`src/rtl/arcade_input_mapper_if.sv`:
```
// Bundle between hps_io, the input mapper and the game core.
//   Toward the mapper: ps2_key[64:0] (bit 64 toggles per key event),
//     joystick_0/1[15:0] (0 right, 1 left, 2 down, 3 up, 4 fire,
//     5 start1, 6 start2, 7 coin), combine_joy, rotate[1:0], autofire_en.
//   Toward the core: p1_dir/p2_dir[3:0] {up,down,left,right}, p1_fire,
//     p2_fire, start1, start2, coin1, coin2.
// master: the hps_io side that produces inputs and consumes player signals.
// slave:  the mapper itself.
interface arcade_input_mapper_if;
  logic [64:0] ps2_key;
  logic [15:0] joystick_0;
  logic [15:0] joystick_1;
  logic        combine_joy;
  logic [1:0]  rotate;
  logic        autofire_en;

  logic [3:0]  p1_dir;
  logic [3:0]  p2_dir;
  logic        p1_fire;
  logic        p2_fire;
  logic        start1;
  logic        start2;
  logic        coin1;
  logic        coin2;

  modport master (
    output ps2_key, joystick_0, joystick_1, combine_joy, rotate, autofire_en,
    input  p1_dir, p2_dir, p1_fire, p2_fire, start1, start2, coin1, coin2
  );

  modport slave (
    input  ps2_key, joystick_0, joystick_1, combine_joy, rotate, autofire_en,
    output p1_dir, p2_dir, p1_fire, p2_fire, start1, start2, coin1, coin2
  );
endinterface

```
`src/rtl/arcade_input_mapper.sv`:
```
// Player-input front end for arcade cores: turns PS/2 key events and MiSTer
// joystick words into per-player direction, fire, start and coin signals,
// with optional control rotation, timed coin pulses and autofire.
// Ports:
//   clk_sys  system clock
//   reset    synchronous, active-high reset
//   bus      arcade_input_mapper_if.slave (inputs from hps_io, outputs to core)
// Parameters:
//   PLAYERS        1 or 2; with 1 every p2 output is held at 0
//   COIN_PULSE     coin high time in clk_sys cycles (1..2^24-1)
//   AUTOFIRE_DIV   autofire half-period in clk_sys cycles (1..2^24-1)
//   COIN_ON_START  when nonzero a start1/start2 rising edge also fires coin1
module arcade_input_mapper #(
  parameter int unsigned PLAYERS       = 2,
  parameter int unsigned COIN_PULSE    = 1200000,
  parameter int unsigned AUTOFIRE_DIV  = 600000,
  parameter int unsigned COIN_ON_START = 0
) (
  input  logic                  clk_sys,
  input  logic                  reset,
  arcade_input_mapper_if.slave  bus
);

  localparam int unsigned CNT_W = 24;
  localparam int unsigned KEY_W = 15;

  localparam bit HAS_P2      = (PLAYERS > 1);
  localparam bit START_COINS = (COIN_ON_START != 0);

  localparam logic [CNT_W-1:0] AF_LAST   = CNT_W'(AUTOFIRE_DIV - 1);
  localparam logic [CNT_W-1:0] COIN_LOAD = CNT_W'(COIN_PULSE);

  // Key state bit positions; p1/p2 direction nibbles follow the joystick
  // layout so they can be OR-ed directly with joystick[3:0].
  localparam int unsigned K_P1_RIGHT = 0;
  localparam int unsigned K_P1_LEFT  = 1;
  localparam int unsigned K_P1_DOWN  = 2;
  localparam int unsigned K_P1_UP    = 3;
  localparam int unsigned K_SPACE    = 4;
  localparam int unsigned K_LCTRL    = 5;
  localparam int unsigned K_START1   = 6;
  localparam int unsigned K_START2   = 7;
  localparam int unsigned K_COIN1    = 8;
  localparam int unsigned K_COIN2    = 9;
  localparam int unsigned K_P2_RIGHT = 10;
  localparam int unsigned K_P2_LEFT  = 11;
  localparam int unsigned K_P2_DOWN  = 12;
  localparam int unsigned K_P2_UP    = 13;
  localparam int unsigned K_FIRE2    = 14;

  // Scan codes
  localparam logic [7:0] SC_UP      = 8'h75;
  localparam logic [7:0] SC_DOWN    = 8'h72;
  localparam logic [7:0] SC_LEFT    = 8'h6B;
  localparam logic [7:0] SC_RIGHT   = 8'h74;
  localparam logic [7:0] SC_SPACE   = 8'h29;
  localparam logic [7:0] SC_LCTRL   = 8'h14;
  localparam logic [7:0] SC_F1      = 8'h05;
  localparam logic [7:0] SC_F2      = 8'h06;
  localparam logic [7:0] SC_5       = 8'h2E;
  localparam logic [7:0] SC_6       = 8'h36;
  localparam logic [7:0] SC_R       = 8'h2D;
  localparam logic [7:0] SC_F       = 8'h2B;
  localparam logic [7:0] SC_D       = 8'h23;
  localparam logic [7:0] SC_G       = 8'h34;
  localparam logic [7:0] SC_A       = 8'h1C;
  localparam logic [7:0] SC_EXT     = 8'hE0;
  localparam logic [7:0] SC_RELEASE = 8'hF0;

  // Registered state
  logic                        toggle_q,     toggle_d;
  logic [KEY_W-1:0]            key_q,        key_d;
  logic [1:0][3:0]             dir_q,        dir_d;
  logic [1:0]                  fire_q,       fire_d;
  logic [1:0]                  fire_prev_q,  fire_prev_d;
  logic [1:0]                  af_phase_q,   af_phase_d;
  logic [1:0][CNT_W-1:0]       af_cnt_q,     af_cnt_d;
  logic [1:0]                  start_q,      start_d;
  logic [1:0]                  coin_req_q,   coin_req_d;
  logic [1:0][CNT_W-1:0]       coin_cnt_q,   coin_cnt_d;
  logic [1:0]                  coin_q,       coin_d;

  // Combinational helpers
  logic        key_event;
  logic        key_pressed;
  logic        key_ext;
  logic [7:0]  key_code;
  logic [15:0] joy_any;
  logic [15:0] p1_joy;
  logic [15:0] p2_joy;
  logic [1:0][3:0] raw_dir;
  logic [1:0]  raw_fire;
  logic [1:0]  raw_start;
  logic [1:0]  coin_req;

  // Upper joystick bits carry buttons this mapper does not use.
  logic unused_joy_bits;
  assign unused_joy_bits = ^{bus.joystick_0[15:8], bus.joystick_1[15:8]};

  // Output bit order is {up,down,left,right}; each output takes a raw input.
  function automatic logic [3:0] rotate_dir(input logic [3:0] d, input logic [1:0] r);
    logic [3:0] res;
    res = d;
    case (r)
      2'd1:    res = {d[1], d[0], d[2], d[3]};
      2'd2:    res = {d[2], d[3], d[0], d[1]};
      2'd3:    res = {d[0], d[1], d[3], d[2]};
      default: res = d;
    endcase
    return res;
  endfunction

  // PS/2 event decode into the key state register
  always_comb begin
    toggle_d    = bus.ps2_key[64];
    key_d       = key_q;
    key_event   = (bus.ps2_key[64] != toggle_q) && (bus.ps2_key[63:24] == '0);
    key_pressed = (bus.ps2_key[15:8] != SC_RELEASE);
    key_ext     = key_pressed ? (bus.ps2_key[15:8] == SC_EXT)
                              : (bus.ps2_key[23:16] == SC_EXT);
    key_code    = bus.ps2_key[7:0];

    if (key_event) begin
      // Arrows accept both the extended and the keypad codes.
      case (key_code)
        SC_UP:    key_d[K_P1_UP]    = key_pressed;
        SC_DOWN:  key_d[K_P1_DOWN]  = key_pressed;
        SC_LEFT:  key_d[K_P1_LEFT]  = key_pressed;
        SC_RIGHT: key_d[K_P1_RIGHT] = key_pressed;
        default: begin
          if (!key_ext) begin
            case (key_code)
              SC_SPACE: key_d[K_SPACE]    = key_pressed;
              SC_LCTRL: key_d[K_LCTRL]    = key_pressed;
              SC_F1:    key_d[K_START1]   = key_pressed;
              SC_F2:    key_d[K_START2]   = key_pressed;
              SC_5:     key_d[K_COIN1]    = key_pressed;
              SC_6:     key_d[K_COIN2]    = key_pressed;
              SC_R:     key_d[K_P2_UP]    = key_pressed;
              SC_F:     key_d[K_P2_DOWN]  = key_pressed;
              SC_D:     key_d[K_P2_LEFT]  = key_pressed;
              SC_G:     key_d[K_P2_RIGHT] = key_pressed;
              SC_A:     key_d[K_FIRE2]    = key_pressed;
              default:  ;
            endcase
          end
        end
      endcase
    end
  end

  // Raw per-player inputs, rotation, autofire and coin timing
  always_comb begin
    joy_any = bus.joystick_0 | bus.joystick_1;
    p1_joy  = (bus.combine_joy || !HAS_P2) ? joy_any : bus.joystick_0;
    p2_joy  = bus.combine_joy ? 16'h0000 : bus.joystick_1;

    raw_dir[0]  = key_q[K_P1_UP:K_P1_RIGHT] | p1_joy[3:0];
    raw_dir[1]  = HAS_P2 ? (key_q[K_P2_UP:K_P2_RIGHT] | p2_joy[3:0]) : 4'b0000;
    raw_fire[0] = key_q[K_SPACE] | key_q[K_LCTRL] | p1_joy[4];
    raw_fire[1] = HAS_P2 ? (key_q[K_FIRE2] | p2_joy[4]) : 1'b0;
    raw_start   = {key_q[K_START2] | joy_any[6], key_q[K_START1] | joy_any[5]};

    // Coin slot n follows joystick n; start may also feed slot 1.
    coin_req[0] = key_q[K_COIN1] | bus.joystick_0[7] | (START_COINS && (|raw_start));
    coin_req[1] = key_q[K_COIN2] | bus.joystick_1[7];

    start_d     = raw_start;
    fire_prev_d = raw_fire;
    coin_req_d  = coin_req;
    af_cnt_d    = af_cnt_q;
    af_phase_d  = af_phase_q;
    coin_cnt_d  = coin_cnt_q;
    dir_d       = '0;
    fire_d      = '0;
    coin_d      = '0;

    for (int p = 0; p < 2; p++) begin
      dir_d[p] = rotate_dir(raw_dir[p], bus.rotate);

      // Phase restarts high on every new press so the first shot is immediate.
      if (raw_fire[p] && !fire_prev_q[p]) begin
        af_cnt_d[p]   = CNT_W'(0);
        af_phase_d[p] = 1'b1;
      end else if (raw_fire[p]) begin
        if (af_cnt_q[p] == AF_LAST) begin
          af_cnt_d[p]   = CNT_W'(0);
          af_phase_d[p] = ~af_phase_q[p];
        end else begin
          af_cnt_d[p] = af_cnt_q[p] + CNT_W'(1);
        end
      end else begin
        af_cnt_d[p]   = CNT_W'(0);
        af_phase_d[p] = 1'b0;
      end
      fire_d[p] = raw_fire[p] & (af_phase_d[p] | ~bus.autofire_en);
    end

    // Counter loads on an idle rising edge; the output follows the counter
    // one edge later, giving exactly COIN_PULSE high cycles.
    for (int s = 0; s < 2; s++) begin
      if (coin_req[s] && !coin_req_q[s] && (coin_cnt_q[s] == '0)) begin
        coin_cnt_d[s] = COIN_LOAD;
      end else if (coin_cnt_q[s] != '0) begin
        coin_cnt_d[s] = coin_cnt_q[s] - CNT_W'(1);
      end
      coin_d[s] = (coin_cnt_q[s] != '0);
    end
  end

  // State registers; the toggle copy tracks the input through reset so no
  // stale event fires afterwards.
  always_ff @(posedge clk_sys) begin
    if (reset) begin
      toggle_q    <= bus.ps2_key[64];
      key_q       <= '0;
      dir_q       <= '0;
      fire_q      <= '0;
      fire_prev_q <= '0;
      af_phase_q  <= '0;
      af_cnt_q    <= '0;
      start_q     <= '0;
      coin_req_q  <= '0;
      coin_cnt_q  <= '0;
      coin_q      <= '0;
    end else begin
      toggle_q    <= toggle_d;
      key_q       <= key_d;
      dir_q       <= dir_d;
      fire_q      <= fire_d;
      fire_prev_q <= fire_prev_d;
      af_phase_q  <= af_phase_d;
      af_cnt_q    <= af_cnt_d;
      start_q     <= start_d;
      coin_req_q  <= coin_req_d;
      coin_cnt_q  <= coin_cnt_d;
      coin_q      <= coin_d;
    end
  end

  assign bus.p1_dir  = dir_q[0];
  assign bus.p2_dir  = dir_q[1];
  assign bus.p1_fire = fire_q[0];
  assign bus.p2_fire = fire_q[1];
  assign bus.start1  = start_q[0];
  assign bus.start2  = start_q[1];
  assign bus.coin1   = coin_q[0];
  assign bus.coin2   = coin_q[1];

endmodule

```
`src/flat_wrapper.sv`:
```
// flat-port wrapper written by rule: the top's interface ports become plain ports
module arcade_input_mapper_flat 
#(
  parameter int unsigned PLAYERS       = 2,
  parameter int unsigned COIN_PULSE    = 1200000,
  parameter int unsigned AUTOFIRE_DIV  = 600000,
  parameter int unsigned COIN_ON_START = 0
)
  (clk_sys, reset, bus_ps2_key, bus_joystick_0, bus_joystick_1, bus_combine_joy, bus_rotate, bus_autofire_en, bus_p1_dir, bus_p2_dir, bus_p1_fire, bus_p2_fire, bus_start1, bus_start2, bus_coin1, bus_coin2);
  arcade_input_mapper_if bus_i ();
  input  logic clk_sys;
  input  logic reset;
  input wire logic [$bits(bus_i.ps2_key)-1:0] bus_ps2_key;
  input wire logic [$bits(bus_i.joystick_0)-1:0] bus_joystick_0;
  input wire logic [$bits(bus_i.joystick_1)-1:0] bus_joystick_1;
  input wire logic [$bits(bus_i.combine_joy)-1:0] bus_combine_joy;
  input wire logic [$bits(bus_i.rotate)-1:0] bus_rotate;
  input wire logic [$bits(bus_i.autofire_en)-1:0] bus_autofire_en;
  output wire logic [$bits(bus_i.p1_dir)-1:0] bus_p1_dir;
  output wire logic [$bits(bus_i.p2_dir)-1:0] bus_p2_dir;
  output wire logic [$bits(bus_i.p1_fire)-1:0] bus_p1_fire;
  output wire logic [$bits(bus_i.p2_fire)-1:0] bus_p2_fire;
  output wire logic [$bits(bus_i.start1)-1:0] bus_start1;
  output wire logic [$bits(bus_i.start2)-1:0] bus_start2;
  output wire logic [$bits(bus_i.coin1)-1:0] bus_coin1;
  output wire logic [$bits(bus_i.coin2)-1:0] bus_coin2;
  assign bus_i.ps2_key = bus_ps2_key;
  assign bus_i.joystick_0 = bus_joystick_0;
  assign bus_i.joystick_1 = bus_joystick_1;
  assign bus_i.combine_joy = bus_combine_joy;
  assign bus_i.rotate = bus_rotate;
  assign bus_i.autofire_en = bus_autofire_en;
  assign bus_p1_dir = bus_i.p1_dir;
  assign bus_p2_dir = bus_i.p2_dir;
  assign bus_p1_fire = bus_i.p1_fire;
  assign bus_p2_fire = bus_i.p2_fire;
  assign bus_start1 = bus_i.start1;
  assign bus_start2 = bus_i.start2;
  assign bus_coin1 = bus_i.coin1;
  assign bus_coin2 = bus_i.coin2;
  arcade_input_mapper #(.PLAYERS(PLAYERS), .COIN_PULSE(COIN_PULSE), .AUTOFIRE_DIV(AUTOFIRE_DIV), .COIN_ON_START(COIN_ON_START)) u_core (.clk_sys(clk_sys), .reset(reset), .bus(bus_i));
endmodule
```
`config.mk`:
```
export PLATFORM = sky130hd
export DESIGN_NAME = arcade_input_mapper_flat
export DESIGN_NICKNAME = d
export VERILOG_FILES = /design/src/rtl/arcade_input_mapper_if.sv /design/src/rtl/arcade_input_mapper.sv /design/src/flat_wrapper.sv
export SDC_FILE = /design/constraint.sdc
export NUM_CORES = 1
export LEC_CHECK = 0
export CORE_MARGIN = 4
export CORE_UTILIZATION = 53
export DETAILED_ROUTE_END_ITERATION = 10
export PLACE_DENSITY = 0.9
export SYNTH_ARGS = -nofsm -noshare
export SYNTH_HDL_FRONTEND = slang
export SYNTH_SLANG_ARGS = --single-unit
```
`constraint.sdc`:
```
create_clock -name clk_sys -period 2.7 [get_ports clk_sys]
set_input_delay 0.81 -clock clk_sys [delete_from_list [all_inputs] [get_ports clk_sys]]
set_output_delay 0.81 -clock clk_sys [all_outputs]
set_load 0.05 [all_outputs]
```
=== After elaboration in Yosys (flattened, before gate mapping) ===
Index checks and enable logic that the tools add are counted.

* Register bits after elaboration: 132
* Bits of input ports: 103
* Output and inout bits: 14
* Logic and storage cells: 132

* Add/sub/neg operators: 4
* Equal/unequal tests: 24
* Mux-type cells: 15
* Bitwise gates (word level): 21
* Reduce and logical (&&, ||, !) cells: 38

{| class="wikitable"
|+ Operators with widths
! operator !! number
|-
| $mux 21 || 4
|-
| $eq 8x6->1 const B || 7
|-
| $add 24x1->24 const B || 2
|-
| $eq 24x20->1 const B || 2
|-
| $logic_not 24->1 || 2
|-
| $reduce_bool 24->1 || 2
|-
| $sub 24x1->24 const B || 2
|-
| $reduce_and 4->1 || 11
|-
| $logic_not 40->1 || 1
|-
| $eq 8x7->1 const B || 4
|-
| $pmux 4 s3 || 2
|-
| $eq 8x3->1 const B || 2
|-
| $eq 8x5->1 const B || 2
|-
| $eq 8x8->1 const B || 2
|-
| $reduce_or 4->1 || 3
|-
| $mux 5 || 2
|-
| $or 1x1->1 || 9
|-
| $ne 8x8->1 const B || 1
|-
| $or 4x4->4 || 2
|-
| $reduce_and 2->1 || 4
|-
| $logic_and 1x1->1 || 7
|-
| $mux 1 || 7
|-
| $not 1->1 || 7
|-
| $or 7x7->7 || 1
|-
| 7 further kinds || 14
|}

=== Depth between registers and ports, before layout ===
Gate-level depths: netlist of run 1.

* Depth in word-level cells: 7
* Mapped depth: 9
* Mapped depth without buffers: 7

=== Least setup slack after synthesis of run 1 ===
OpenSTA, ideal clock, no wires.

* Path type: input-to-reg
* Start point: input bus_ps2_key[26]
* End point: register u_core.key_q[10]
* Setup time: 132 ps
* Data arrival time: 2176 ps
* Required time: 2568 ps
* Path slack: 392 ps
* Stages: 6
* Path buffers: 1
* Cell sequence: nor4_1 nand4_1 nor3_1 clkbuf_1 nand4_1 mux2i_1

* Longest elaborated chain between the ends: 3

{| class="wikitable"
|+ Ends and longest elaborated chain
! item !! RTL line !! text
|-
| start, declared || flat_wrapper.sv:13 || <nowiki>input wire logic [$bits(bus_i.ps2_key)-1:0] bus_ps2_key;</nowiki>
|-
| $logic_not 40->1 || arcade_input_mapper.sv:117 || <nowiki>key_event = (bus.ps2_key[64] != toggle_q) && (bus.ps2_key[63:24] == '0);</nowiki>
|-
| $logic_and 1x1->1 || arcade_input_mapper.sv:117 ||
|-
| $reduce_and 4->1 (no source line) || - ||
|-
| end signal, assigned || arcade_input_mapper.sv:228 || <nowiki>key_q <= key_d;</nowiki>
|-
| end, declared || arcade_input_mapper.sv:72 || <nowiki>logic [KEY_W-1:0] key_q, key_d;</nowiki>
|}

Every way passes these cells.
A chain may end at the register's enable or synchronous reset.

=== Final worst setup path of run 1 ===
* Start point: register u_core.coin_cnt_q[0] (netlist name)
* End point: register u_core.coin_cnt_q[11] (netlist name)

* Longest elaborated chain between the ends: 3
* Elaborated cells on any way between the ends: 7
* Classes of those cells: 1 x add/sub; 2 x mux; 4 x reduce/logical

{| class="wikitable"
|+ Ends and longest elaborated chain
! item !! RTL line !! text
|-
| start, declared || arcade_input_mapper.sv:80 || <nowiki>logic [1:0][CNT_W-1:0] coin_cnt_q, coin_cnt_d;</nowiki>
|-
| start signal, assigned || arcade_input_mapper.sv:236 || <nowiki>coin_cnt_q <= coin_cnt_d;</nowiki>
|-
| $sub 24x1->24 or $logic_not 24->1 (tied branches) || arcade_input_mapper.sv:205, arcade_input_mapper.sv:202 ||
|-
| $mux 21 or $logic_and 1x1->1 (tied branches) || arcade_input_mapper.sv:204, arcade_input_mapper.sv:202 ||
|-
| $mux 21 or $reduce_bool 2->1 (tied branches) || - ||
|}

Several ways; a longest one is shown, not always the timed one. The select of a mux whose other input is x is not followed.

==> results of run 1 <==
==> path summary, 6_finish.rpt <==
check,from,end,cells after the start
worst max-delay path,u_core.coin_cnt_q[0]$_SDFFE_PP0N_,u_core.coin_cnt_q[11]$_SDFFE_PP0P_,7
worst min-delay path,u_core.key_q[5]$_SDFFE_PP0P_,u_core.key_q[5]$_SDFFE_PP0P_,2
worst max register to register,u_core.coin_cnt_q[0]$_SDFFE_PP0N_,u_core.coin_cnt_q[11]$_SDFFE_PP0P_,7
worst min register to register,u_core.key_q[5]$_SDFFE_PP0P_,u_core.key_q[5]$_SDFFE_PP0P_,2
==> sequential cells by signal, indices dropped and copies added, names as in the netlist <==
signal / cells
u_core.fire_prev_q: 2
u_core.toggle_q: 1
u_core.bus.p1_dir: 4
u_core.coin_cnt_q: 48
u_core.coin_q: 2
u_core.start_q: 2
u_core.key_q: 15
u_core.fire_q: 2
u_core.af_phase_q: 2
u_core.bus.p2_dir: 4
u_core.coin_req_q: 2
u_core.af_cnt_q: 48
==> synth_stat cells, drive strengths merged (5+ instances only) <==
master    n  area, µm²
dfxtp   132       2640
nor2    113        427
nand2    50        190
mux2i    37        370
nand3    36        180
xnor2    35        307
nor3     31        165
nor4     29        236
xor2     26        228
a211oi   24        180
nand4    23        150
clkbuf   19       71.3
inv      19       71.3
a21oi    18       90.1
o21ai    17       92.6
and3     13       81.3
or3      13       81.3
or4      10       78.8
and4      8       70.1
a311oi    7       61.3
nor2b     6       37.5
nand2b    5       31.3
nor4b     5       43.8
==> cell families after synthesis <==
kind of cell / synth area share (%)
AND/OR/NAND/NOR: 30.8
multiplexers: 6.05
AO/OA/AOI/OAI: 9.48
flip-flops: 41.9
XOR/XNOR: 8.47
buffers and inverters: 2.52
adder cells (fa/ha/maj): 0.793
==> area by class of cell <==
type,count,area share [%]
Inverter,19,0.881
Tap cell,143,2.21
Sequential cell,132,32.6
Clock inverter,12,1.31
Multi-Input combinational cell,554,43.3
Timing Repair Buffer,116,14.0
Clock buffer,20,5.64
==> per-stage QoR <==
step | hold slack (ns) | power, mW | instances | utilization (%)
floorplan | 0.428 | 4.50 | 727 | -
global placement | 0.442 | 5.14 | 964 | 65.4
detailed placement | 0.453 | 5.24 | 964 | 65.4
CTS | 0.465 | 7.45 | 996 | 70.3
global route | 0.482 | 7.87 | 996 | 70.3
finish | 0.463 | 7.46 | 996 | 70.3
==> power breakdown <==
part	leakage, nW	switching (mW)	internal [mW]	total, mW
logic	1.66	1.59	1.14	2.73
registers	1.08	0.331	2.23	2.57
clock network	0.268	0.848	1.31	2.16
==> routing by layer <==
metal | GRT usage (%) | vias up | part of all wire (%)
li1 | - | 2874 | -
met1 | 27.1 | 2692 | 43
met2 | 39.1 | 148 | 51
met3 | 5.09 | 35 | 4.2
met4 | 8.87 | 0 | 2.6
met5 | 0 | - | 0
==> tightest hold or removal path: stages (launching register included) <==
cell     delay [ns]
dfxtp_1        0.30
nand2_1        0.05
mux2i_1        0.06
==> results.py, run 1 <==
metrics = {
    "synthesis": {
        "async_flop_share_pct": 0,
        "ys_ff_latch": 132,
        "ys_seq_area_share_pct": 41.9,
        "synth.avg_cell_area_um2": 8.68,
        "netlist_area_mm2": 0.00631,
        "synth_ff_type": "dfxtp_1",
        "synth_edf_count": 0,
        "syn_inst": 727,
        "yosysWarnings": 0,
        "yosysUniqueCellTypes": 56,
        "syn_nets": 834,
    },
    "timing": {
        "fmax_mhz": 405,
        "finalCritPeriodShare_pct": 91.5,
        "worst_slew_pin_slew_ns": 0.804,
        "layout_setup_ws_ns": 0.230,
        "relSlewSlack_pct": 45.9,
        "finalSetupViolations": 0,
        "min_period_ns": 2.47,
        "clock_skew_ns": 0.00678,
        "finalMaxSlewViolations": 0,
        "final_hold_viol_count": 0,
        "tns_ns": 0,
        "rsz0062_at_grt": "false",
    },
    "power": {
        "peakVddDrop_mv": 0.593,
        "powerDensity_mw_per_mm2": 921,
        "power_leakage_nw": 3.00,
    },
    "final_layout": {
        "drive_above_1_share_pct": 7.39,
        "finalNetCount": 947,
        "areaGrowthSynthToFinish_pct": 28.3,
        "layout_commonest_cell": "dfxtp_1",
        "multi_input_area_mm2": 0.00351,
        "finalInstanceArea_mm2": 0.00810,
        "layout_common_cells": "dfxtp_1, nor2_1, clkdlybuf4s50_1, nand2_1, mux2i_1",
        "fillers": 835,
        "antennaDiodeCount": 0,
        "seq_area_mm2": 0.00264,
    },
    "detailed_routing": {
        "viasPerCell": 5.77,
        "routed-via-count": 5749,
        "drc": 0,
        "drt_iter0_markers": 480,
        "wire_per_inst_um": 15.1,
        "drt-total-wl_mm": 15.0,
        "ant_nets": 0,
        "dr.pass1.iters": 5,
    },
    "clock_tree": {
        "cts_setup_buffers": 0,
        "cts_tree": "done",
        "clockRootBuffer": "clkbuf_16",
        "clkTransAtPathRegs_ns": 0.06,
        "post_cts_resized": 0,
        "h-tree-depth": 4,
        "clock_path_buffers": 2,
        "holdBufCountCts": 0,
        "clk_latency_ns": 0.42,
        "cts_buffers": 17,
        "cts_sinks": 132,
    },
    "die": {
        "initial_utilization_pct": 54.8,
        "pin_count": 117,
        "core-area_mm2": 0.0115,
        "die_h_um": 117,
        "die-area_mm2": 0.0137,
        "die_x_um": 117,
        "rows": 39,
    },
    "place": {
        "dpl_cell_area_mm2": 0.00754,
        "place_ws_ns": 0.0870,
        "gp_congestion": 0.869,
        "io_buffers": 100,
        "dp.final_hpwl_mm": 10.6,
    },
    "global_routing": {
        "grt_overflow": 0,
        "grt_util_all_layers_pct": 22.6,
        "antenna_found_initial": 0,
        "grt_pass1_vias": 5614,
        "grt_max_degree": 31,
        "grt_pass1_wl_mm": 25.2,
    },
    "setup_path": {
        "slowest_stage": "nor4b_1",
        "cp_max_fo": 9,
        "path_class": "reg -> reg",
        "critPathRequiredTime_ns": 3.00,
        "startpoint_type": "flip-flop",
        "end_kind": "flip-flop",
        "cp.arrival_ns": 2.77,
        "r2r_slack_ns": 0.23,
        "worst-path-buf-inv": 1,
        "path_cells": "inv_1, ha_1, nor4b_1, nand4_2, o21a_1, a311oi_1, nor3_1",
        "slowest_delay_ns": 0.49,
        "cp_top_family": "simple AND/OR/NAND/NOR gates",
    },
    "outcome": {
        "status": "finished clean",
    },
    "min_path": {
        "hold_path_class": "reg -> reg",
    },
    "flow_run": {
        "maxCapViolCount": 0,
    },
}
(Power assumes the default switching activity.)
==> run 2, diff against run 1 <==
--- a/config.mk
+++ b/config.mk
@@ -9,6 +9,7 @@
 export CORE_UTILIZATION = 53
 export DETAILED_ROUTE_END_ITERATION = 10
 export PLACE_DENSITY = 0.9
+export SLEW_MARGIN = 15
 export SYNTH_ARGS = -nofsm -noshare
 export SYNTH_HDL_FRONTEND = slang
 export SYNTH_SLANG_ARGS = --single-unit
==> results of run 2 <==
Same layout as run 1: the final DEF is identical, and so are final timing and power.
